==> config.mk <==
export PLATFORM = sky130hd
export DESIGN_NAME = serial_subtractor
export DESIGN_NICKNAME = d
export VERILOG_FILES = /design/src/rtl/serial_subtractor.sv
export SDC_FILE = /design/constraint.sdc
export NUM_CORES = 1
export LEC_CHECK = 0
export CORE_MARGIN = 5
export CORE_UTILIZATION = 55
export CTS_BUF_LIST = sky130_fd_sc_hd__clkbuf_2 sky130_fd_sc_hd__clkbuf_4 sky130_fd_sc_hd__clkbuf_8
export DETAILED_ROUTE_END_ITERATION = 6
export PLACE_DENSITY = 0.86
export REMOVE_ABC_BUFFERS = 1
export SKIP_LAST_GASP = 1
export SLEW_MARGIN = 20
export SYNTH_ARGS = -nofsm -noshare
export SYNTH_HDL_FRONTEND = slang
export SYNTH_SLANG_ARGS = --single-unit
==> constraint.sdc <==
create_clock -name clk -period 2.5 [get_ports clk]
set_input_delay 0.75 -clock clk [delete_from_list [all_inputs] [get_ports clk]]
set_output_delay 0.75 -clock clk [all_outputs]
set_load 0.1 [all_outputs]
==> src/rtl/serial_subtractor.sv <==
// rtl/serial_subtractor.sv - digit-serial a - b - bin with start/done handshake (optional ovf via SERIAL_SUB_OVF_EN)
module serial_subtractor #(
    parameter int WIDTH = 8,
    parameter int DIGIT = 1
) (
    input  logic             clk,
    input  logic             rst_n,
    input  logic             start,
    input  logic [WIDTH-1:0] a,
    input  logic [WIDTH-1:0] b,
    input  logic             bin,
    output logic             busy,
    output logic             done,
    output logic [WIDTH-1:0] d,
    output logic             bout
`ifdef SERIAL_SUB_OVF_EN
    ,
    output logic             ovf
`endif
);

    localparam int K  = WIDTH / DIGIT;
    localparam int CW = (K > 1) ? $clog2(K) : 1;

    typedef enum logic [1:0] {
        S_IDLE,
        S_RUN,
        S_DONE
    } state_t;

    state_t               state, state_nx;
    logic [WIDTH-1:0]     sa, sb;
    logic                 br;
    logic [CW-1:0]        cnt;
    logic                 last;
    logic [DIGIT-1:0]     dig;
    logic [DIGIT:0]       chain;
    logic [WIDTH+DIGIT-1:0] dcat;

    assign last = (cnt == CW'(K - 1));
    assign busy = (state != S_IDLE);
    assign done = (state == S_DONE);
    // new digit enters from the MSB side so digit 0 ends up at d[DIGIT-1:0]
    assign dcat = {dig, d};

    // chain[i] is the borrow into bit i of the current digit
    always_comb begin
        chain    = '0;
        dig      = '0;
        chain[0] = br;
        for (int i = 0; i < DIGIT; i++) begin
            dig[i]       = sa[i] ^ sb[i] ^ chain[i];
            chain[i + 1] = (~sa[i] & sb[i]) | (chain[i] & ~(sa[i] ^ sb[i]));
        end
    end

    always_ff @(posedge clk or negedge rst_n) begin
        if (!rst_n) begin
            state <= S_IDLE;
        end else begin
            state <= state_nx;
        end
    end

    always_comb begin
        state_nx = state;
        case (state)
            S_IDLE:  if (start) state_nx = S_RUN;
            S_RUN:   if (last) state_nx = S_DONE;
            S_DONE:  state_nx = S_IDLE;
            default: state_nx = S_IDLE;
        endcase
    end

    always_ff @(posedge clk or negedge rst_n) begin
        if (!rst_n) begin
            sa   <= '0;
            sb   <= '0;
            br   <= 1'b0;
            cnt  <= '0;
            d    <= '0;
            bout <= 1'b0;
`ifdef SERIAL_SUB_OVF_EN
            ovf  <= 1'b0;
`endif
        end else begin
            case (state)
                S_IDLE: begin
                    if (start) begin
                        sa  <= a;
                        sb  <= b;
                        br  <= bin;
                        cnt <= '0;
                        d   <= '0;
                    end
                end
                S_RUN: begin
                    sa  <= sa >> DIGIT;
                    sb  <= sb >> DIGIT;
                    br  <= chain[DIGIT];
                    cnt <= cnt + CW'(1);
                    d   <= dcat[WIDTH+DIGIT-1:DIGIT];
                    if (last) begin
                        bout <= chain[DIGIT];
`ifdef SERIAL_SUB_OVF_EN
                        // signed overflow: borrow into MSB differs from borrow out of MSB
                        ovf  <= chain[DIGIT-1] ^ chain[DIGIT];
`endif
                    end
                end
                default: ;
            endcase
        end
    end

endmodule
==> results.cfg <==
[layout]
fin_util_pct = 72.3
final_cells = 179
nNetsFinal = 171
drive_gt1_share_pct = 16.1
diodes = 0
syn_to_final_growth_pct = 28.4
final_cell_area_sq_mm = 0.00174

[timing]
final-setup-viol-count = 0
whs_ps = 494
finalCritPeriodShare_pct = 83.6
max_freq_mhz = 478
rsz0062_at_grt = no
tightest_slew_ps = 808
drv_slew = 0
min_period_ps = 2090
hold_viol = 0
slew_headroom_pct = 46.0
clock-skew-final_ps = 12.1

[detailed_routing]
vias_per_cell = 6.25
drc = 0
wl_um = 3160
routedWlPerCell_um = 17.6
via_count = 1119
first_pass_iters = 4
ant_nets = 0
first_iter_violations = 40

[logic_synthesis]
ys_seq_area_share_pct = 57.1
synth_top_area_cell = dfrtp_1
post-synth-top-count-cell = dfrtp_1
netlist_top_cells_count = dfrtp_1 (31), o22ai_1 (20), a22o_1 (10)
synth_edf_count = 0
synth_ff_type = dfrtp_1
synth_area_leaders = dfrtp_1 (57%), o22ai_1 (9.2%), a22o_1 (6.5%)
synth_top_area_share_pct = 57.1
synth_seq_cells = 31
syn_inst = 118
synthesis.area_sq_mm = 0.00136
avgSynthCellArea_sq_um = 11.5
synth_cell_types = 26
synthArstFlopShare_pct = 100
ys.warnings.count = 0

[worst_setup_path]
worstReg2RegEnd = cnt[1]$_DFFE_PN0P_
startpoint_type = register
worstPathRequired_ps = 1750
crit_slowest_cell = dfrtp_1
r2r-start = state[0]$_DFFE_PN0P_
rrSetupSlack_ps = 930
reg2reg_depth = 2
cp_cell_sequence = inv_1 > nor2_1 > buf_12
cp.buffers_inverters = 2
crit_family = flip-flops
criticalPathCategory = reg -> out
end_kind = primary output
cp_max_fo = 11
critPathMaxStageDelay_ps = 530
crit_arrival_ps = 1340

[placement]
postPlaceCellArea_sq_mm = 0.00166
io_buffer_count = 30
routabilityCongestion = 0.783
dpl.cell_count = 171
dp_hpwl_um = 2250

[clock_network]
cts_hold_buf = 0
clkSinkCount = 31
clockBufferDepth = 2
path_clk_slew_ps = 100
ctsResizeCount = 0
htree_levels = 2
cts_setup_buffers = 0
cts-root-buf = clkbuf_4
worstSkewPairLatency_ps = 330
cts_tree = done
cts_buffers = 5

[hold_path]
hold_class = reg -> reg
worstHoldStart = cnt[0]$_DFFE_PN0P_
min_path_cells = 1
worstHoldEndpoint = cnt[0]$_DFFE_PN0P_

[pwr]
leakagePower_nw = 0.783
total_power_mw = 2.70
ir_worst_vdd_v = 0.000987
powerDensity_mw_per_mm2 = 1550

[global_route]
antenna_found_initial = 0
grt_pass1_wl_um = 5160
grt_overflow_total = 0
grt_pass1_vias = 1131
grt_max_degree = 32
grtUsageTotal_pct = 19.7

[floorplanning]
dieHeight_um = 59.7
row_count = 18
dieWidth_um = 59.7
die-area_sq_mm = 0.00356
initial_core_util_pct = 56.3
num_io_pins = 31
core_sq_mm = 0.00241

[run]
drv_cap = 0

[status]
status = completed
-- layout make-up --
class | count | area [sq um]
Fill cell | 175 | 667
Multi-Input combinational cell | 72 | 504
Inverter | 5 | 18.8
Timing Repair Buffer | 33 | 320
Clock buffer | 6 | 51.3
Tap cell | 30 | 37.5
Clock inverter | 2 | 35.0
Sequential cell | 31 | 776
-- cells in the final DEF (no fill, tap or decap), drive strengths merged, types with 4 or more instances in the layout --
| cell type | Yosys | final |
|---|---|---|
| nand2b | 4 | 4 |
| nor2 | 4 | 4 |
| dfrtp | 31 | 31 |
| inv | 5 | 5 |
| a2bb2oi | 6 | 6 |
| a22o | 10 | 10 |
| clkbuf | 2 | 6 |
| a21oi | 9 | 9 |
| clkdlybuf4s50 | 0 | 19 |
| o22ai | 20 | 20 |
| buf | 8 | 14 |
-- kinds of logic (layout without fill, tap and decap cells) --
| logic type | after synthesis | count (layout) | share of synthesized area [%] |
|---|---|---|---|
| buf+inv | 15 | 46 | 5.71 |
| compound gates | 52 | 52 | 26.8 |
| simple gates | 17 | 17 | 7.01 |
| fa+ha+maj | 3 | 3 | 3.32 |
| flops | 31 | 31 | 57.1 |
-- where the power goes --
part / internal [mW] / switching, mW / leakage (nW)
sequential: 0.731 / 0.184 / 0.376
combinational: 0.462 / 0.914 / 0.359
clock: 0.236 / 0.173 / 0.0482
total: 1.43 / 1.27 / 0.783
-- per-layer routing --
metal  global-route usage, %  share of wire, %
met5                       0                 0
met4                    8.23               2.0
met3                    6.91               6.3
met2                    31.6                53
met1                    23.9                39
-- sequential cells by signal, summed over array words and instances, names as in the netlist --
name	count
state	2
sa	8
cnt	3
br	1
d	8
sb	8
bout	1
-- worst max path at each step --
stage,start,end,slack (ps),depth (start not counted)
global route,state[1]$_DFFE_PN0P_,done,290,3
detailed placement,start,d[6]$_DFFE_PN0P_,360,4
CTS,state[1]$_DFFE_PN0P_,done,380,3
global placement,start,d[7]$_DFFE_PN0P_,410,4
finish,state[1]$_DFFE_PN0P_,done,410,3
floorplan,state[1]$_DFFE_PN0P_,done,-210,2
-- metrics by stage --
stage          setup slack (ps)  setup TNS [ps]
2_1_floorplan              -206            -206
3_3_place_gp                410               0
3_5_place_dp                355               0
4_1_cts                     375               0
5_1_grt                     286               0
6_report                    410               0
Note: power is estimated with default switching activity, not from simulation.
